### config.mk
export PLATFORM = sky130hd
export DESIGN_NAME = write_number
export DESIGN_NICKNAME = d
export VERILOG_FILES = /design/src/rtl/write_number.sv
export SDC_FILE = /design/constraint.sdc
export NUM_CORES = 1
export LEC_CHECK = 0
export CORE_MARGIN = 1
export CORE_UTILIZATION = 45
export CTS_CLUSTER_DIAMETER = 30
export DETAILED_ROUTE_END_ITERATION = 6
export HOLD_SLACK_MARGIN = 0.08
export PLACE_DENSITY = 0.78
export SLEW_MARGIN = 20
export SYNTH_ARGS = -nofsm -noshare
export SYNTH_HDL_FRONTEND = slang
export SYNTH_SLANG_ARGS = --single-unit
### constraint.sdc
create_clock -name clk -period 2.1 [get_ports clk]
set_input_delay 0.525 -clock clk [delete_from_list [all_inputs] [get_ports clk]]
set_output_delay 0.525 -clock clk [all_outputs]
set_load 0.03 [all_outputs]
### src/rtl/write_number.sv
// write_number: transmit side of the number link.
//
// Serialises a NUM_BYTES*8-bit word onto a UART tx line as 8N1 frames.
// The least significant byte goes first, and within each byte bit 0 goes
// first. The bit-level transmitter is built in.
//
// Ports
//   clk    in   system clock, all logic on posedge
//   rst    in   synchronous, active-high reset
//   data   in   word to send, sampled only when a word is accepted
//   valid  in   producer has a word on data
//   ready  out  block can accept a word this cycle (IDLE or DONE)
//   tx     out  registered UART serial output, idle high
//   busy   out  a frame is in flight (START, DATA or STOP)
//   done   out  one-cycle pulse after the last stop bit has finished
//
// state   | meaning
// --------+------------------------------------------------------------
// S_IDLE  | line idle high, waiting for valid
// S_START | start bit (tx low) for CLKS_PER_BIT cycles
// S_DATA  | 8 data bits, each held CLKS_PER_BIT cycles, bit 0 first
// S_STOP  | stop bit (tx high) for CLKS_PER_BIT cycles
// S_DONE  | single-cycle completion; may accept the next word directly

module write_number #(
  parameter int CLKS_PER_BIT = 1250,
  parameter int NUM_BYTES    = 4
) (
  input  logic                   clk,
  input  logic                   rst,
  input  logic [NUM_BYTES*8-1:0] data,
  input  logic                   valid,
  output logic                   ready,
  output logic                   tx,
  output logic                   busy,
  output logic                   done
);

  localparam int WORD_W = NUM_BYTES * 8;
  localparam int BAUD_W = (CLKS_PER_BIT > 1) ? $clog2(CLKS_PER_BIT) : 1;
  localparam int BYTE_W = $clog2(NUM_BYTES) + 1;

  localparam logic [BAUD_W-1:0] BAUD_LAST = BAUD_W'(CLKS_PER_BIT - 1);
  localparam logic [BYTE_W-1:0] BYTE_LAST = BYTE_W'(NUM_BYTES - 1);
  localparam logic [2:0]        BIT_LAST  = 3'd7;

  typedef enum logic [2:0] {
    S_IDLE,
    S_START,
    S_DATA,
    S_STOP,
    S_DONE
  } state_t;

  state_t              state_q, state_d;
  logic [BAUD_W-1:0]   baud_q, baud_d;
  logic [2:0]          bit_q, bit_d;
  logic [BYTE_W-1:0]   byte_q, byte_d;
  logic [WORD_W-1:0]   shift_q, shift_d;
  logic                tx_q, tx_d;
  logic                baud_last;

  assign baud_last = (baud_q == BAUD_LAST);

  always_ff @(posedge clk) begin
    if (rst) begin
      state_q <= S_IDLE;
      baud_q  <= '0;
      bit_q   <= '0;
      byte_q  <= '0;
      shift_q <= '0;
      tx_q    <= 1'b1;
    end else begin
      state_q <= state_d;
      baud_q  <= baud_d;
      bit_q   <= bit_d;
      byte_q  <= byte_d;
      shift_q <= shift_d;
      tx_q    <= tx_d;
    end
  end

  always_comb begin
    state_d = state_q;
    baud_d  = baud_q;
    bit_d   = bit_q;
    byte_d  = byte_q;
    shift_d = shift_q;

    unique case (state_q)
      S_IDLE, S_DONE: begin
        baud_d  = '0;
        bit_d   = '0;
        byte_d  = '0;
        if (valid) begin
          state_d = S_START;
          shift_d = data;
        end else begin
          state_d = S_IDLE;
        end
      end

      S_START: begin
        if (baud_last) begin
          baud_d  = '0;
          bit_d   = '0;
          state_d = S_DATA;
        end else begin
          baud_d = baud_q + 1'b1;
        end
      end

      S_DATA: begin
        if (baud_last) begin
          baud_d  = '0;
          // Shifting the whole word leaves the next byte's bit 0 at the
          // bottom once eight bits have gone, so no byte mux is needed.
          shift_d = {1'b0, shift_q[WORD_W-1:1]};
          if (bit_q == BIT_LAST) begin
            state_d = S_STOP;
          end else begin
            bit_d = bit_q + 1'b1;
          end
        end else begin
          baud_d = baud_q + 1'b1;
        end
      end

      S_STOP: begin
        if (baud_last) begin
          baud_d = '0;
          if (byte_q == BYTE_LAST) begin
            byte_d  = '0;
            state_d = S_DONE;
          end else begin
            byte_d  = byte_q + 1'b1;
            state_d = S_START;
          end
        end else begin
          baud_d = baud_q + 1'b1;
        end
      end

      default: begin
        state_d = S_IDLE;
      end
    endcase

    // tx is decoded from the next state so the line changes on the same
    // edge the FSM does, keeping the output registered without a lag cycle.
    unique case (state_d)
      S_START: tx_d = 1'b0;
      S_DATA:  tx_d = shift_d[0];
      default: tx_d = 1'b1;
    endcase
  end

  assign tx    = tx_q;
  assign ready = (state_q == S_IDLE) || (state_q == S_DONE);
  assign busy  = (state_q == S_START) || (state_q == S_DATA) || (state_q == S_STOP);
  assign done  = (state_q == S_DONE);

endmodule

==> results.txt, run 1 <==
----------------------------------------------------
[Place]
  Cell count after placement ... 381
  Port buffer count ... 38
  GP Congestion ... 0.811
  Post-detailed-placement half-perimeter wirelength ... 3640 um

[Synthesis]
  Main combinational cell family by area after synthesis ... compound AO/OA/AOI/OAI gates
  Post-synth EDFFs ... 0
  Top cell type's share of synthesized area ... 43.9%
  Syn_nets ... 318
  Register bit total from synthesis ... 53
  Post-synthesis simple-gate area fraction ... 19.9%
  Synth warn ... 0
  Most used DFF post-synth ... sky130_fd_sc_hd__dfxtp_1
  Async S/R FF share, synth ... 0%
  Gate count of the mapped netlist ... 278
  Leading area contributor after synthesis ... sky130_fd_sc_hd__dfxtp_1
  Fraction of the mapped netlist area in compound gates ... 27.0%
  Share of the yosys chip area belonging to registers ... 43.9%
  Proportion of synthesized area in mux cells ... 1.71%
  Yosys cell types ... 40
  Mapped Avg Cell Area ... 8.70 um^2
  XOR/XNOR Fraction of Synth Area ... 0%
  Adder-cell share of the synthesized area ... 2.59%
  Mapped cell area ... 2420 um^2
  Cell types with the largest area share after synthesis ... sky130_fd_sc_hd__dfxtp_1 44%, sky130_fd_sc_hd__a22oi_1 10%, sky130_fd_sc_hd__a21oi_1 8.1%, sky130_fd_sc_hd__nand2_1 6.4%, sky130_fd_sc_hd__a311oi_1 4.0%

[Status]
  Run status ... finished, final reports clean

[Job]
  Max-cap check violation count ... 0

[Critical path]
  Top fanout value on the critical path ... 7
  Required time of the critical path ... 2.29 ns
  Crit path DAT ... 2.10 ns
  Worst R2R End ... tx
  Reg2reg path depth ... 5
  Reg2Reg Setup Slack ... 0.20 ns
  Source of the worst register-to-register timing path ... baud_q[2]
  Worst setup SP type ... register
  Worst Setup End Kind ... register
  End point of the critical path ... tx
  Kind of critical path ... register to register
  Launching instance or port of the critical path ... baud_q[2]

[Floorplan]
  Initial core utilization ... 47.1%
  Std-Cell Core Area ... 5140 um^2
  Number of rows created at floorplan ... 26
  Vertical extent of the die ... 75.3 um
  Horizontal die dimension ... 75.3 um
  Number of placed I/O pins ... 39
  Overall die area ... 5670 um^2

[Pwr]
  Maximum ir drop on the vdd rail ... 0.271 mV
  Static Leak ... 1.07 nW
  Final Power ... 1.92 mW
  Pwr per Cell Area ... 632 nW/um^2

[Clock tree]
  Htree depth ... 2
  Clock buffers created by TritonCTS ... 5
  Clock latency reported for the late side of the worst-skew pair ... 0.31 ns
  Clock tree from TritonCTS ... built
  Number of hold-repair buffers added at the cts stage ... 0
  Clock transition at the registers of the reported paths ... 0.09 ns
  Bufs on Longest Clock Path ... 2
  Clock tree root buffer cell ... sky130_fd_sc_hd__clkbuf_8
  Total clock sinks ... 53

[Min path]
  Hold Crit Class ... register to register
  Count of cells along the worst hold path ... 2

[Cells and area]
  Core occupancy in the finished layout ... 59.1%
  Filler-free cell count of the finished design ... 389
  Share of layout cells above drive strength 1 ... 11.9%
  Layout net count ... 358
  Fill count ... 474
  Area delta synth->final ... 25.5%
  Final antenna diode count ... 0

[Route]
  Via/cell ratio ... 5.61
  Number of remaining DRC errors ... 0
  Detailed-route wire length per cell ... 13.3 um
  Number of iterations in the first detailed-routing pass ... 5
  Total detailed-routing wirelength ... 5160 um
  Violation count after the first detailed-routing iteration ... 118
  Vias ... 2,183
  Post-DRT Antenna Nets ... 0

[STA]
  Slew headroom ... 70.3%
  Max-slew violations ... 0
  Achievable clock frequency ... 526 MHz
  Worst hold slack ... 0.459 ns
  RSZ-0062 raised after global routing ... no
  Final hold vios ... 0
  Total of endpoints with negative setup slack in the final report ... 0
  Sum Neg Setup Slack ... 0 ns
  Transition time of the tightest slew-check pin ... 0.444 ns
  Crit share post-route ... 90.6%
  Final Skew ... 0.00617 ns
  Final critical delay including setup and external delays ... 1.90 ns

[Global routing]
  Number of global-route vias before repair ... 1,896
  Global router's overall resource usage ... 18.2%
  Wire length of the first global-routing pass ... 8090 um
  Initial antenna violation count ... 0
  Maximum number of pins on one net before global-route repair ... 47
  Gr ovfl total ... 0

----------------------------------------------------
-- per-stage QoR --
stage,cell area (um^2),setup WS (ns)
final,3040,0.198
after floorplan,2420,0.0858
after global placement,2940,0.131
after detailed placement,2940,0.0449
after CTS,3030,0.108
after global routing,3040,0.0385
-- state kept, by name, summed over array words and instances (netlist names) --
name and flops:
shift_q 32, baud_q 11, bit_q 3, byte_q 3, state_q 3, tx 1
-- worst max-delay path, stage by stage (launching register included) --
cell and delay (ns):
sky130_fd_sc_hd__dfxtp_1 0.39, sky130_fd_sc_hd__nor4b_4 0.45, sky130_fd_sc_hd__nand3_1 0.23, sky130_fd_sc_hd__or4_1 0.46
sky130_fd_sc_hd__a21boi_0 0.19, sky130_fd_sc_hd__o21ai_1 0.07
-- repair_timing --
item / in CTS / in global routing
endpoints found under the setup margin: 2 / 1
buffers inserted: 0 / 0
resized for setup: 1 / 1
pin swaps: 0 / 0
-- kinds of logic (layout without fill, tap and decap cells) --
kind of cell / after synthesis / count (layout)
AOI/OAI and AO/OA: 98 / 98
adders and majority gates: 5 / 5
buffers and inverters: 26 / 67
DFF: 53 / 53
muxes: 4 / 4
and+or+nand+nor: 92 / 92
-- power breakdown --
group | internal, mW | total, mW | switching [mW]
registers | 1.05 | 1.07 | 0.0215
clock network | 0.237 | 0.577 | 0.339
logic | 0.142 | 0.272 | 0.130
total | 1.43 | 1.92 | 0.491
-- cell usage in the layout (no fill, tap or decap), drive strengths merged --
cell / Yosys / final
buf: 9 / 20
a211oi: 1 / 1
clkinv: 0 / 1
nor2b: 3 / 3
nand4: 4 / 4
nand2: 41 / 41
a31oi: 1 / 1
or3: 1 / 1
nor3: 5 / 5
nor3b: 3 / 3
clkinvlp: 0 / 1
a22o: 2 / 2
inv: 4 / 5
and3b: 1 / 1
a21boi: 1 / 1
and2: 2 / 2
or4: 1 / 1
nor2: 16 / 16
a41oi: 3 / 3
nor4b: 1 / 1
mux2: 1 / 1
nand3: 4 / 4
dfxtp: 53 / 53
nor4: 1 / 1
a21oi: 39 / 39
a22oi: 33 / 33
nand3b: 2 / 2
a311oi: 11 / 11
a2111oi: 1 / 1
clkdlybuf4s50: 0 / 35
and3: 3 / 3
and4bb: 1 / 1
ha: 5 / 5
o21bai: 1 / 1
mux2i: 3 / 3
nand2b: 3 / 3
o21ai: 5 / 5
clkbuf: 13 / 5
-- how the worst min path moves through the flow --
stage,from,end
floorplan,shift_q[1],shift_q[1]
global route,shift_q[6],shift_q[6]
finish,shift_q[20],shift_q[20]
global placement,shift_q[16],shift_q[16]
CTS,shift_q[20],shift_q[20]
detailed placement,shift_q[20],shift_q[20]
-- cell usage after synthesis (all sizes together), types with 2 or more instances --
cell type,n
nand2b,3
nor3b,3
a22oi,33
a22o,2
dfxtp,53
a21oi,39
ha,5
and2,2
inv,4
nand3,4
a41oi,3
nand2,41
nor2,16
a311oi,11
mux2i,3
nor3,5
nor2b,3
o21ai,5
and3,3
buf,9
nand4,4
nand3b,2
clkbuf,13
-- metal layers --
layer | GRT usage [%] | up-vias | routed length [um]
met5 | 0 | - | 0
met4 | 5.14 | 0 | 42
met3 | 4.10 | 5 | 252
met2 | 30.8 | 44 | 2420
met1 | 23.5 | 1029 | 2440
li1 | - | 1105 | -
-- layout make-up --
| class | count | area (um^2) | area share [%] |
|---|---|---|---|
| clock buffer | 5 | 68.8 | 2.27 |
| clock inverter | 3 | 21.3 | 0.701 |
| inverter | 4 | 15.0 | 0.495 |
| multi-input combinational | 199 | 1250 | 41.3 |
| sequential | 53 | 1060 | 35.0 |
| tap | 70 | 87.6 | 2.89 |
| timing repair buffer | 55 | 526 | 17.3 |
(Power assumes the default switching activity.)
==> run 2: changes to the inputs <==
--- a/config.mk
+++ b/config.mk
@@ -5,7 +5,6 @@
 export SDC_FILE = /design/constraint.sdc
 export NUM_CORES = 1
 export LEC_CHECK = 0
-export CORE_MARGIN = 1
 export CORE_UTILIZATION = 45
 export CTS_CLUSTER_DIAMETER = 30
 export DETAILED_ROUTE_END_ITERATION = 6
==> results of run 2 <==
Final layout, timing and power as in run 1 (identical DEF).
==> run 3: changes to the inputs <==
--- a/config.mk
+++ b/config.mk
@@ -7,6 +7,7 @@
 export LEC_CHECK = 0
 export CORE_UTILIZATION = 45
 export CTS_CLUSTER_DIAMETER = 30
+export CTS_CLUSTER_SIZE = 24
 export DETAILED_ROUTE_END_ITERATION = 6
 export HOLD_SLACK_MARGIN = 0.08
 export PLACE_DENSITY = 0.78
@@ -14,3 +15,4 @@
 export SYNTH_ARGS = -nofsm -noshare
 export SYNTH_HDL_FRONTEND = slang
 export SYNTH_SLANG_ARGS = --single-unit
+export TNS_END_PERCENT = 100
==> results of run 3 <==
Final layout, timing and power as in run 1 (identical DEF).
